$ cat config.mk
export PLATFORM = sky130hd
export DESIGN_NAME = sym_dn_lut_loader
export DESIGN_NICKNAME = d
export VERILOG_FILES = /design/src/rtl/sym_dn_lut_pkg.sv /design/src/rtl/sym_dn_lut_loader_pair_shifter.sv /design/src/rtl/sym_dn_lut_loader.sv
export SDC_FILE = /design/constraint.sdc
export NUM_CORES = 1
export LEC_CHECK = 0
export BUFFER_PORTS_ARGS = -buffer_cell sky130_fd_sc_hd__buf_2
export CORE_MARGIN = 3
export CORE_UTILIZATION = 45
export DETAILED_ROUTE_END_ITERATION = 6
export PLACE_DENSITY = 0.7
export SLEW_MARGIN = 5
export SYNTH_ARGS = -nofsm -noshare
export SYNTH_HDL_FRONTEND = slang
export SYNTH_HIERARCHICAL = 1
export SYNTH_SLANG_ARGS = --single-unit
$ cat constraint.sdc
create_clock -name write_clk -period 2.19 [get_ports write_clk]
set_clock_uncertainty 0.15 [all_clocks]
set_input_delay 0.1095 -clock write_clk [delete_from_list [all_inputs] [get_ports write_clk]]
set_output_delay 0.1095 -clock write_clk [all_outputs]
set_load 0.02 [all_outputs]
$ cat src/rtl/sym_dn_lut_pkg.sv
// ============================================================================
// Module   : sym_dn_lut_pkg
// Purpose  : Shared types and sizing for the symmetric decision-node LUT loader.
// Revision : 1.0 - initial release
// ============================================================================
`default_nettype none

package sym_dn_lut_pkg;

  typedef enum logic [1:0] {
    S_IDLE  = 2'd0,
    S_LOAD  = 2'd1,
    S_WRITE = 2'd2,
    S_DONE  = 2'd3
  } loader_state_t;

  localparam int DEF_IN_W        = 16;
  localparam int DEF_PAGE_AW     = 6;
  localparam int PAGES           = 2**DEF_PAGE_AW;
  localparam int PAIRS_PER_WORD  = DEF_IN_W/2;
  localparam int WORDS_PER_TABLE = 2*PAGES/DEF_IN_W;

  // Index width that stays legal even for a single pair per word.
  function automatic int idx_width(input int pairs);
    return (pairs > 1) ? $clog2(pairs) : 1;
  endfunction

endpackage

`default_nettype wire

$ cat src/rtl/sym_dn_lut_loader_pair_shifter.sv
// ============================================================================
// Module   : lut_pair_shifter
// Purpose  : Word register that shifts out one bank0/bank1 bit pair per step.
// Revision : 1.0 - initial release
// ============================================================================
`default_nettype none

module lut_pair_shifter
  import sym_dn_lut_pkg::*;
#(
  parameter int IN_W = DEF_IN_W
) (
  input  logic            clk,
  input  logic            rst,
  input  logic            load,
  input  logic            shift,
  input  logic [IN_W-1:0] load_data,
  output logic [1:0]      next_pair,
  output logic            last_pair
);

  localparam int PAIRS = IN_W/2;
  localparam int IDX_W = idx_width(PAIRS);

  logic [IN_W-1:0]  r_sh;
  logic [IN_W-1:0]  w_shifted;
  logic [IDX_W-1:0] r_idx;

  assign w_shifted = r_sh >> 2;
  // Pair that sits in bits [1:0] after this edge, so callers can register it.
  assign next_pair = load ? load_data[1:0] : w_shifted[1:0];
  assign last_pair = (r_idx == IDX_W'(PAIRS-1));

  always_ff @(posedge clk) begin
    if (rst) begin
      r_sh  <= '0;
      r_idx <= '0;
    end else if (load) begin
      r_sh  <= load_data;
      r_idx <= '0;
    end else if (shift && !last_pair) begin
      r_sh  <= w_shifted;
      r_idx <= r_idx + IDX_W'(1);
    end
  end

endmodule

`default_nettype wire

$ cat src/rtl/sym_dn_lut_loader.sv
// ============================================================================
// Module   : sym_dn_lut_loader
// Purpose  : Streams packed LUT words into one offset half of the LUT rank.
// Revision : 1.0 - initial release
// ============================================================================
`default_nettype none

module sym_dn_lut_loader
  import sym_dn_lut_pkg::*;
#(
  parameter int IN_W    = DEF_IN_W,
  parameter int PAGE_AW = DEF_PAGE_AW
) (
  input  logic               write_clk,
  input  logic               rst,
  input  logic               start,
  input  logic               start_offset,
  input  logic               abort,
  input  logic               in_valid,
  input  logic [IN_W-1:0]    in_data,
  output logic               in_ready,
  output logic               lut_in_bank0,
  output logic               lut_in_bank1,
  output logic [PAGE_AW-1:0] page_write_addr,
  output logic               write_addr_offset,
  output logic               we,
  output logic               busy,
  output logic               done
);

  loader_state_t      r_state;
  logic [PAGE_AW:0]   r_cnt;
  logic               r_offset;
  logic               r_we;
  logic               r_b0;
  logic               r_b1;
  logic [PAGE_AW-1:0] r_page;

  logic       w_last_pair;
  logic       w_final;
  logic       w_accept;
  logic       w_shift;
  logic       w_issue;
  logic [1:0] w_next_pair;

  // r_cnt counts pages already issued; its MSB marks the wrap past the last page.
  assign w_final = r_cnt[PAGE_AW];

  always_comb begin
    in_ready = 1'b0;
    case (r_state)
      S_LOAD:  in_ready = ~abort;
      S_WRITE: in_ready = w_last_pair & ~w_final & ~abort;
      default: in_ready = 1'b0;
    endcase
  end

  assign w_accept = in_valid & in_ready;
  assign w_shift  = (r_state == S_WRITE) & ~w_last_pair;
  assign w_issue  = ((r_state == S_LOAD) & w_accept) |
                    ((r_state == S_WRITE) & ~abort & (~w_last_pair | w_accept));

  lut_pair_shifter #(
    .IN_W (IN_W)
  ) u_shifter (
    .clk       (write_clk),
    .rst       (rst),
    .load      (w_accept),
    .shift     (w_shift),
    .load_data (in_data),
    .next_pair (w_next_pair),
    .last_pair (w_last_pair)
  );

  always_ff @(posedge write_clk) begin
    if (rst) begin
      r_state  <= S_IDLE;
      r_cnt    <= '0;
      r_offset <= 1'b0;
      r_we     <= 1'b0;
      r_b0     <= 1'b0;
      r_b1     <= 1'b0;
      r_page   <= '0;
    end else begin
      r_we <= 1'b0;
      case (r_state)
        S_IDLE: begin
          if (start && !abort) begin
            r_state  <= S_LOAD;
            r_offset <= start_offset;
            r_cnt    <= '0;
          end
        end
        S_LOAD: begin
          if (abort)         r_state <= S_IDLE;
          else if (w_accept) r_state <= S_WRITE;
        end
        S_WRITE: begin
          if (abort)                          r_state <= S_IDLE;
          else if (w_last_pair && !w_accept)  r_state <= w_final ? S_DONE : S_LOAD;
        end
        S_DONE:  r_state <= S_IDLE;
        default: r_state <= S_IDLE;
      endcase
      // Outputs are loaded with the pair for the cycle that follows this edge.
      if (w_issue) begin
        r_we   <= 1'b1;
        r_b0   <= w_next_pair[0];
        r_b1   <= w_next_pair[1];
        r_page <= r_cnt[PAGE_AW-1:0];
        r_cnt  <= r_cnt + (PAGE_AW+1)'(1);
      end
    end
  end

  assign lut_in_bank0      = r_b0;
  assign lut_in_bank1      = r_b1;
  assign page_write_addr   = r_page;
  assign write_addr_offset = r_offset;
  assign we                = r_we;
  assign busy              = (r_state == S_LOAD) | (r_state == S_WRITE);
  assign done              = (r_state == S_DONE);

endmodule

`default_nettype wire

==> results of run 1 <==
[state kept, by name (all words and copies together), names as in the netlist]
| register | cells |
|---|---|
| u_shifter/r_sh | 14 |
| r_cnt | 7 |
| page_write_addr | 6 |
| u_shifter/r_idx | 3 |
| r_state | 2 |
| lut_in_bank0 | 1 |
| lut_in_bank1 | 1 |
| we | 1 |
| write_addr_offset | 1 |
[per-layer routing]
layer / track usage / part of all wire / vias up
met5: 0 / 0 / -
met4: 0.07872 / 0.024 / 0
met3: 0.05612 / 0.053 / 10
met2: 0.2571 / 0.46 / 33
met1: 0.2142 / 0.46 / 730
li1: - / - / 823
[stage by stage]
| stage | area (um^2) | total power [mW] | utilization | hold slack, ps |
|---|---|---|---|---|
| final | 2435 | 1.548 | 0.6410 | 38.80 |
| after CTS | 2357 | 1.547 | 0.6206 | 35.72 |
| after floorplan | 1864 | 0.8317 | - | 39.30 |
| after detailed placement | 2081 | 0.8920 | 0.5478 | 218.0 |
| after global placement | 2081 | 0.8873 | 0.5478 | 217.4 |
| after global routing | 2435 | 1.612 | 0.6410 | 64.94 |
[cell usage in the layout (no fill, tap or decap), types with 6 or more instances in the layout]
| cell type | Yosys | routed |
|---|---|---|
| sky130_fd_sc_hd__a2111oi_2 | 7 | 8 |
| sky130_fd_sc_hd__nand2_1 | 6 | 6 |
| sky130_fd_sc_hd__dlygate4sd3_1 | 0 | 15 |
| sky130_fd_sc_hd__mux2i_1 | 10 | 10 |
| sky130_fd_sc_hd__nor3_1 | 27 | 27 |
| sky130_fd_sc_hd__dfxtp_1 | 36 | 34 |
| sky130_fd_sc_hd__buf_2 | 5 | 34 |
| sky130_fd_sc_hd__nand3_1 | 11 | 11 |
| sky130_fd_sc_hd__inv_1 | 15 | 13 |
| sky130_fd_sc_hd__nor2_1 | 10 | 9 |
| sky130_fd_sc_hd__clkbuf_8 | 0 | 7 |
| sky130_fd_sc_hd__a21oi_1 | 8 | 8 |
| sky130_fd_sc_hd__nand3b_1 | 6 | 6 |
[cell families (layout without fill, tap and decap cells)]
group | count (synthesis) | in the layout | share of synthesized area
flip-flops | 36 | 36 | 0.3897
AND/OR/NAND/NOR | 84 | 84 | 0.2564
XOR/XNOR | 1 | 1 | 0.004737
multiplexers | 12 | 12 | 0.06631
buffers and inverters | 27 | 79 | 0.07442
adder cells (fa/ha/maj) | 8 | 8 | 0.05413
AO/OA/AOI/OAI | 31 | 31 | 0.1543
[worst reg2reg max path, stage by stage, from the launching register on]
cell and delay [ps]:
sky130_fd_sc_hd__dfxtp_2 370, sky130_fd_sc_hd__inv_2 70, sky130_fd_sc_hd__ha_4 280, sky130_fd_sc_hd__and3b_4 230, sky130_fd_sc_hd__nor2b_4 270, sky130_fd_sc_hd__buf_4 220, sky130_fd_sc_hd__nor3_1 80, sky130_fd_sc_hd__a2111oi_2 310
[power groups by stage]
| stage | combinational [mW] | clock [mW] | sequential, mW |
|---|---|---|---|
| CTS | 0.217 | 0.649 | 0.681 |
| detailed placement | 0.196 | 0 | 0.696 |
| global placement | 0.191 | 0 | 0.696 |
| global route | 0.253 | 0.675 | 0.684 |
| floorplan | 0.134 | 0 | 0.698 |
| finish | 0.231 | 0.634 | 0.682 |
[final cells by class]
cell class | instances | area (um^2)
Clock buffer | 7 | 96.34
Clock inverter | 1 | 30.03
Fill cell | 308 | 1364
Inverter | 15 | 56.30
Multi-Input combinational cell | 136 | 1050
Sequential cell | 36 | 723.2
Tap cell | 48 | 60.06
Timing Repair Buffer | 56 | 419.2
[final timing paths]
path | from | endpoint | slack [ps] | cells after the start
setup / recovery | r_state[1]$_SDFFE_PP0P_ | u_shifter/r_sh[3]$_SDFFE_PP0P_ | 90 | 7
hold / removal | in_data[0] | lut_in_bank0$_SDFFE_PP0P_ | 40 | 4
hold reg to reg | write_addr_offset$_SDFFE_PP0P_ | write_addr_offset$_SDFFE_PP0P_ | 310 | 2
setup reg to reg | r_state[1]$_SDFFE_PP0P_ | u_shifter/r_sh[3]$_SDFFE_PP0P_ | 90 | 7
[repair_timing]
item                                   in CTS  in global routing
gates resized for setup                     0                 13
endpoints found under the hold margin      15                  0
hold buffers                               15                  0
setup buffers                               0                  1
setup endpoints to repair                   0                 17
==> flow_summary.json, run 1 <==
{
  "share_seq_of_total_power": 0.441,
  "drt-pass1-iter-count": 4,
  "grt_max_degree": 38,
  "die_h_um": 70.11,
  "synth.top_cells.by_area": "sky130_fd_sc_hd__dfxtp_1, sky130_fd_sc_hd__nor3_1, sky130_fd_sc_hd__a2111oi_2, sky130_fd_sc_hd__ha_1, sky130_fd_sc_hd__mux2i_1",
  "fmaxAchievable_mhz": 475.2,
  "power.static_leakage_nw": 1.035,
  "hold_path.class": "in2reg",
  "post_layout_nonfiller_instances": 299,
  "num_antenna_cells": 0,
  "ys_ff_latch": 36,
  "place.detailed.instances": 274,
  "standard_cell_with_the_maximum_stage_delay_on_the_critical_path": "sky130_fd_sc_hd__dfxtp_2",
  "timing_worst_slew_pin_value_ps": 747.9,
  "critical-path-top-delay-family": "simple AND/OR/NAND/NOR gates",
  "ys_seq_area_frac": 0.3897,
  "dp_hpwl_mm": 2.484,
  "gr-total-overflow": 0,
  "clk_path_buf_depth": 2,
  "clk_root_buffer_cell": "sky130_fd_sc_hd__clkbuf_8",
  "power_density_nw_per_um2": 635.6,
  "path_clk_slew_ps": 70,
  "routed_wl_mm": 4.085,
  "initial_antenna_violation_count": 0,
  "drt-wirelength-per-cell_um": 13.66,
  "timing_hold_violations_final": 0,
  "share_clk_of_total_power": 0.410,
  "critical_path.endpoint_type": "register",
  "synth_top_area_share": 0.3897,
  "drc_errors": 0,
  "grt_pass1_wl_mm": 6.755,
  "port-buffer-count": 34,
  "worst_slew_margin_rel": 0.5014,
  "internal_power_summed_over_all_cells_mw": 1.185,
  "num_ports": 35,
  "cts.sink_count": 36,
  "post_synth_inst_count": 199,
  "vias_after_detailed_routing": 1596,
  "setup_slack_ps": 85.61,
  "start_util": 0.4868,
  "cts_tree": "yes",
  "final_period_minus_worst_setup_slack_ps": 2104,
  "critPathLaunchType": "register",
  "max-cap-violations": 0,
  "final_net_count": 280,
  "critical_path_peak_fanout": 8,
  "most_area_hungry_cell_type_in_the_yosys_netlist": "sky130_fd_sc_hd__dfxtp_1",
  "final_layout_size_suffix_gt1_frac": 0.2948,
  "h-tree-depth": 2,
  "row_count": 22,
  "synthToLayoutAreaGrowth_pct": 31.66,
  "post_synth_edffs": 0,
  "yosys_warnings": 6,
  "slew_viol_final": 0,
  "grt_pass1_vias": 1495,
  "vdd.ir_drop.worst_mv": 0.4462,
  "tritoncts_buffers": 5,
  "final_antenna_net_count": 0,
  "placement.setup.worst_slack_ps": 52.08,
  "criticalPathCategory": "reg2reg",
  "worst_skew_pair.late_latency_ps": 290,
  "synth_commonest_cells": "sky130_fd_sc_hd__dfxtp_1, sky130_fd_sc_hd__nor3_1, sky130_fd_sc_hd__inv_1",
  "globalplace.congestion": 0.8280,
  "finalSetupViolCount": 0,
  "die_w_um": 70.11,
  "number_of_drc_markers_after_the_initial_detailed_route_iteration": 67,
  "dominantRegCellSynth": "sky130_fd_sc_hd__dfxtp_1",
  "synthesized_nets": 229,
  "outcome": "finished, final reports clean",
  "dieArea_um2": 4915,
  "part_of_the_power_in_combinational_logic": 0.149,
  "final.period_utilization": 0.9609,
  "average_vias_per_placed_instance": 5.338,
  "core_region_area_um2": 3799,
  "worstPathArrival_ps": 2130,
  "globalRouteTotalUtil": 0.1688,
  "synthMostInstantiatedCell": "sky130_fd_sc_hd__dfxtp_1",
  "synthDistinctLibCells": 40,
  "synthesis.area_um2": 1849,
  "timing.setup.tns_ps": 0,
  "crit_buf_inv": 2,
  "crit_required_ps": 2220,
  "worst_path_largest_cell_delay_ps": 370,
  "crit_chain": "inv_2 > ha_4 > and3b_4 > nor2b_4 > buf_4 > nor3_1 > a2111oi_2",
  "net_switching_mw": 0.3622,
  "post_synthesis_average_cell_area_um2": 9.293,
  "ys_async_sr_fraction": 0,
  "power.switching_fraction": 0.2341
}
Note: power is estimated with default switching activity, not from simulation.
==> run 2, diff against run 1 <==
--- a/config.mk
+++ b/config.mk
@@ -9,6 +9,7 @@
 export CORE_MARGIN = 3
 export CORE_UTILIZATION = 45
 export DETAILED_ROUTE_END_ITERATION = 6
+export MAX_ROUTING_LAYER = met4
 export PLACE_DENSITY = 0.7
 export SLEW_MARGIN = 5
 export SYNTH_ARGS = -nofsm -noshare
==> flow_summary.json, run 2 (same netlist as run 1, synthesis figures left out) <==
{
  "placement.setup.worst_slack_ps": 52.08,
  "slew_viol_final": 0,
  "seqCellArea_um2": 723.2,
  "average_vias_per_placed_instance": 5.371,
  "globalplace.congestion": 0.8406,
  "gr-total-overflow": 0,
  "timing_hold_violations_final": 0,
  "path_clk_slew_ps": 70,
  "clk_root_buffer_cell": "sky130_fd_sc_hd__clkbuf_8",
  "rrSetupSlack_ps": 90,
  "worst_skew_pair.late_latency_ps": 290,
  "nFillCells": 308,
  "row_count": 22,
  "final_cell_mix": "sky130_fd_sc_hd__buf_2, sky130_fd_sc_hd__dfxtp_1, sky130_fd_sc_hd__nor3_1",
  "final_layout_size_suffix_gt1_frac": 0.2948,
  "dieArea_um2": 4915,
  "start_util": 0.4868,
  "number_of_drc_markers_after_the_initial_detailed_route_iteration": 69,
  "critical_path_peak_fanout": 8,
  "hold_path.class": "in2reg",
  "num_ports": 35,
  "power_density_nw_per_um2": 635.4,
  "finalSetupViolCount": 0,
  "drt-pass1-iter-count": 4,
  "largest_register_ffs": 14,
  "initial_antenna_violation_count": 0,
  "criticalPathCategory": "reg2reg",
  "clk_path_buf_depth": 2,
  "synthToLayoutAreaGrowth_pct": 31.66,
  "vdd.ir_drop.worst_mv": 0.4473,
  "port-buffer-count": 34,
  "h-tree-depth": 2,
  "r2r.worst_path.cells": 7,
  "largest-register": "u_shifter/r_sh",
  "dp_hpwl_mm": 2.484,
  "final_antenna_net_count": 0,
  "timing_worst_slew_pin_value_ps": 747.6,
  "globalRouteTotalUtil": 0.1735,
  "critical_path.endpoint_type": "register",
  "drt-wirelength-per-cell_um": 13.51,
  "critPathLaunchType": "register",
  "final_util": 0.6410,
  "grt_pass1_wl_mm": 6.741,
  "power.static_leakage_nw": 1.035,
  "final_period_minus_worst_setup_slack_ps": 2098,
  "final.period_utilization": 0.9581,
  "report.power.total_mw": 1.547,
  "die_w_um": 70.11,
  "final_net_count": 280,
  "routed_wl_mm": 4.040,
  "drc_errors": 0,
  "outcome": "finished, final reports clean",
  "grt_max_degree": 38,
  "crit_required_ps": 2220,
  "fmaxAchievable_mhz": 476.6,
  "setup_slack_ps": 91.68,
  "max-cap-violations": 0,
  "cts.sink_count": 36,
  "timing.hold.worst_path_depth": 4,
  "worst_slew_margin_rel": 0.5016,
  "tritoncts_buffers": 5,
  "die_h_um": 70.11,
  "worstPathArrival_ps": 2130,
  "cts_tree": "yes",
  "num_antenna_cells": 0,
  "vias_after_detailed_routing": 1606,
  "grt_pass1_vias": 1494,
  "multiInputGateArea_um2": 1050,
  "core_region_area_um2": 3799
}
[run 2: cell counts in the layout (fill, tap and decap cells not counted)]
Identical to the previous run, type by type.
[run 2: where the power goes]
group | switching, mW | internal [mW]
logic | 0.118 | 0.111
clock network | 0.234 | 0.402
registers | 0.0102 | 0.672
[run 2: area by class of cell]
cell class	count	share of cell area
clock inverters	1	0.01233
well taps	48	0.02467
clock buffers	7	0.03957
flip-flops and latches	36	0.2970
multi-input cells	136	0.4311
repair buffers	56	0.1721
inverters	15	0.02312
[run 2: per-stage QoR]
| stage | setup TNS, ps | cells | hold slack, ps | instance area (um^2) |
|---|---|---|---|---|
| floorplan | 0 | 199 | 39.30 | 1864 |
| global placement | 0 | 274 | 217.4 | 2081 |
| detailed placement | 0 | 274 | 218.0 | 2081 |
| CTS | 0 | 297 | 35.72 | 2357 |
| global route | -2.662 | 299 | 64.95 | 2435 |
| finish | 0 | 299 | 38.95 | 2435 |
[run 2: worst paths after layout]
kind                                        from                              to
hold reg to reg   write_addr_offset$_SDFFE_PP0P_  write_addr_offset$_SDFFE_PP0P_
setup / recovery         r_state[1]$_SDFFE_PP0P_  u_shifter/r_sh[3]$_SDFFE_PP0P_
hold / removal                        in_data[0]       lut_in_bank0$_SDFFE_PP0P_
setup reg to reg         r_state[1]$_SDFFE_PP0P_  u_shifter/r_sh[3]$_SDFFE_PP0P_
[run 2: metal layers]
metal  track usage  routed length [um]
met1        0.2169                1855
met2        0.2560                1899
met3       0.05324                 187
met4       0.07872                  98
met5             -                   0
[run 2: repair_timing]
action                                  in CTS  in global routing
hold endpoints to repair                    15                  0
endpoints found under the setup margin       0                 17
buffers inserted                             0                  1
hold buffers                                15                  0
resized for setup                            0                 13
[run 2: critical path, cell delays in order, from the launching register on]
cell                        delay, ps
sky130_fd_sc_hd__dfxtp_2          370
sky130_fd_sc_hd__inv_2             70
sky130_fd_sc_hd__ha_4             280
sky130_fd_sc_hd__and3b_4          230
sky130_fd_sc_hd__nor2b_4          270
sky130_fd_sc_hd__buf_4            220
sky130_fd_sc_hd__nor3_1            80
sky130_fd_sc_hd__a2111oi_2        310
==> run 3, diff against run 2 <==
--- a/config.mk
+++ b/config.mk
@@ -11,6 +11,7 @@
 export DETAILED_ROUTE_END_ITERATION = 6
 export MAX_ROUTING_LAYER = met4
 export PLACE_DENSITY = 0.7
+export SETUP_SLACK_MARGIN = 0.15
 export SLEW_MARGIN = 5
 export SYNTH_ARGS = -nofsm -noshare
 export SYNTH_HDL_FRONTEND = slang
==> flow_summary.json, run 3 (same netlist as run 1, synthesis figures left out) <==
{
  "crit_required_ps": 2220,
  "num_ports": 35,
  "synthToLayoutAreaGrowth_pct": 48.24,
  "worstPathArrival_ps": 2120,
  "largest-register": "u_shifter/r_sh",
  "clk_path_buf_depth": 2,
  "r2r.worst_path.cells": 9,
  "grt_pass1_wl_mm": 6.837,
  "row_count": 22,
  "drc_errors": 0,
  "criticalPathCategory": "reg2reg",
  "num_antenna_cells": 0,
  "vdd.ir_drop.worst_mv": 0.4366,
  "max-cap-violations": 0,
  "final_layout_size_suffix_gt1_frac": 0.4000,
  "cts_tree": "yes",
  "detailed_place.area_um2": 2098,
  "critPathMostFrequentCell": "sky130_fd_sc_hd__ha_4",
  "grt_pass1_vias": 1489,
  "die_w_um": 70.11,
  "globalplace.congestion": 0.7579,
  "die_h_um": 70.11,
  "critical_path.endpoint_type": "register",
  "hold_path.class": "in2reg",
  "path_clk_slew_ps": 70,
  "gr-total-overflow": 0,
  "critical_path_peak_fanout": 9,
  "internal_power_summed_over_all_cells_mw": 1.027,
  "cts.sink_count": 36,
  "worst_path_largest_cell_delay_ps": 340,
  "tritoncts_buffers": 5,
  "worst_slew_margin_rel": 0.4215,
  "timing_worst_slew_pin_value_ps": 867.7,
  "report.power.total_mw": 1.407,
  "grt_max_degree": 38,
  "share_clk_of_total_power": 0.314,
  "clk_root_buffer_cell": "sky130_fd_sc_hd__clkbuf_8",
  "r2r_start": "u_shifter/r_idx[1]$_SDFFE_PP0P_",
  "net_switching_mw": 0.3807,
  "crit-reg2reg-capture": "u_shifter/r_sh[5]$_SDFFE_PP0P_",
  "share_seq_of_total_power": 0.490,
  "most_common_library_cell_in_the_layout_ignoring_fill_and_taps": "sky130_fd_sc_hd__buf_2",
  "worst_skew_pair.late_latency_ps": 290,
  "power.static_leakage_nw": 1.117,
  "timing.setup.tns_ps": 0,
  "part_of_the_power_in_combinational_logic": 0.195,
  "average_vias_per_placed_instance": 5.500,
  "drt-pass1-iter-count": 6,
  "number_of_drc_markers_after_the_initial_detailed_route_iteration": 91,
  "globalRouteTotalUtil": 0.1758,
  "standard_cell_with_the_maximum_stage_delay_on_the_critical_path": "sky130_fd_sc_hd__dfxtp_2",
  "rrSetupSlack_ps": 100,
  "largest_register_ffs": 14,
  "timing_hold_violations_final": 0,
  "timing.hold.worst_path_depth": 4,
  "final_antenna_net_count": 0,
  "dieArea_um2": 4915,
  "postLayoutCellArea_um2": 2741,
  "setup_slack_ps": 100.5,
  "final.period_utilization": 0.9541,
  "vias_after_detailed_routing": 1694,
  "core_region_area_um2": 3799,
  "start_util": 0.4868,
  "final_net_count": 290,
  "slew_viol_final": 0,
  "routed_wl_mm": 4.815,
  "drt-wirelength-per-cell_um": 15.63,
  "critPathLaunchType": "register",
  "placement.setup.worst_slack_ps": 114.6,
  "startpoint_of_the_tightest_hold_check_path": "in_data[0]",
  "grt_setup_unrepaired": "true",
  "outcome": "finished, final reports clean",
  "power_density_nw_per_um2": 513.4,
  "final_cell_mix": "sky130_fd_sc_hd__buf_2, sky130_fd_sc_hd__dfxtp_1, sky130_fd_sc_hd__dlygate4sd3_1",
  "crit_chain": "ha_4 > ha_4 > and3b_2 > nor2_4 > nor2b_4 > buf_12 > clkbuf_16 > buf_4 > a2111oi_4",
  "hold-path-endpoint": "lut_in_bank0$_SDFFE_PP0P_",
  "port-buffer-count": 34,
  "finalSetupViolCount": 0,
  "initial_antenna_violation_count": 0,
  "dp_hpwl_mm": 2.406,
  "h-tree-depth": 2,
  "power.switching_fraction": 0.2705,
  "final_period_minus_worst_setup_slack_ps": 2090,
  "fmaxAchievable_mhz": 478.6
}
-- run 3: worst max-delay path by stage --
stage | from | to | slack [ps] | cells past startpoint
finish | u_shifter/r_idx[1]$_SDFFE_PP0P_ | u_shifter/r_sh[5]$_SDFFE_PP0P_ | 100 | 9
global route | u_shifter/r_idx[1]$_SDFFE_PP0P_ | u_shifter/r_sh[11]$_SDFFE_PP0P_ | 60 | 9
CTS | u_shifter/r_idx[0]$_SDFFE_PP0P_ | u_shifter/r_sh[9]$_SDFFE_PP0P_ | 130 | 10
detailed placement | u_shifter/r_idx[0]$_SDFFE_PP0P_ | u_shifter/r_sh[10]$_SDFFE_PP0P_ | 110 | 8
global placement | u_shifter/r_idx[0]$_SDFFE_PP0P_ | u_shifter/r_sh[4]$_SDFFE_PP0P_ | 170 | 8
floorplan | r_state[0]$_SDFFE_PP0P_ | lut_in_bank0$_SDFFE_PP0P_ | 150 | 9
-- run 3: routing by layer --
metal	up-vias	wire [um]	GRT usage
li1	842	-	-
met1	804	2207	0.2336
met2	40	2358	0.2550
met3	8	186	0.04604
met4	0	63	0.06809
met5	-	0	-
-- run 3: power by group through the flow --
stage | clock network [mW] | logic, mW | registers, mW
floorplan | 0 | 0.136 | 0.699
global placement | 0 | 0.188 | 0.700
detailed placement | 0 | 0.189 | 0.701
CTS | 0.447 | 0.235 | 0.686
global route | 0.484 | 0.296 | 0.691
finish | 0.443 | 0.275 | 0.690
-- run 3: per-stage QoR --
stage / std cells / utilization / hold slack, ps
floorplan: 199 / - / 39.30
global placement: 273 / 0.5524 / 218.2
detailed placement: 273 / 0.5524 / 219.7
CTS: 300 / 0.6601 / 56.59
global route: 308 / 0.7217 / 90.42
finish: 308 / 0.7217 / 69.10
-- run 3: worst max-delay path: cells and delay by family (launching register included) --
| family | cells | cell delay (ps) |
|---|---|---|
| AO/OA/AOI/OAI | 1 | 280 |
| adder cells (fa/ha/maj) | 2 | 330 |
| buffers and inverters | 3 | 450 |
| flip-flops | 1 | 340 |
| AND/OR/NAND/NOR | 3 | 420 |
-- run 3: layout make-up --
| cell class | count | area, um^2 |
|---|---|---|
| Tap cell | 48 | 60.06 |
| Timing Repair Buffer | 66 | 593.1 |
| Clock buffer | 6 | 72.57 |
| Clock inverter | 1 | 5.005 |
| Multi-Input combinational cell | 136 | 1219 |
| Fill cell | 259 | 1057 |
| Inverter | 15 | 61.31 |
| Sequential cell | 36 | 730.7 |
-- run 3: repair_timing --
action | in CTS | in global routing
hold buffers | 15 | 0
endpoints found under the setup margin | 7 | 18
pin swaps | 1 | 10
endpoints found under the hold margin | 15 | 0
gates resized for setup | 17 | 27
buffers inserted | 3 | 5
cloned | 2 | 3
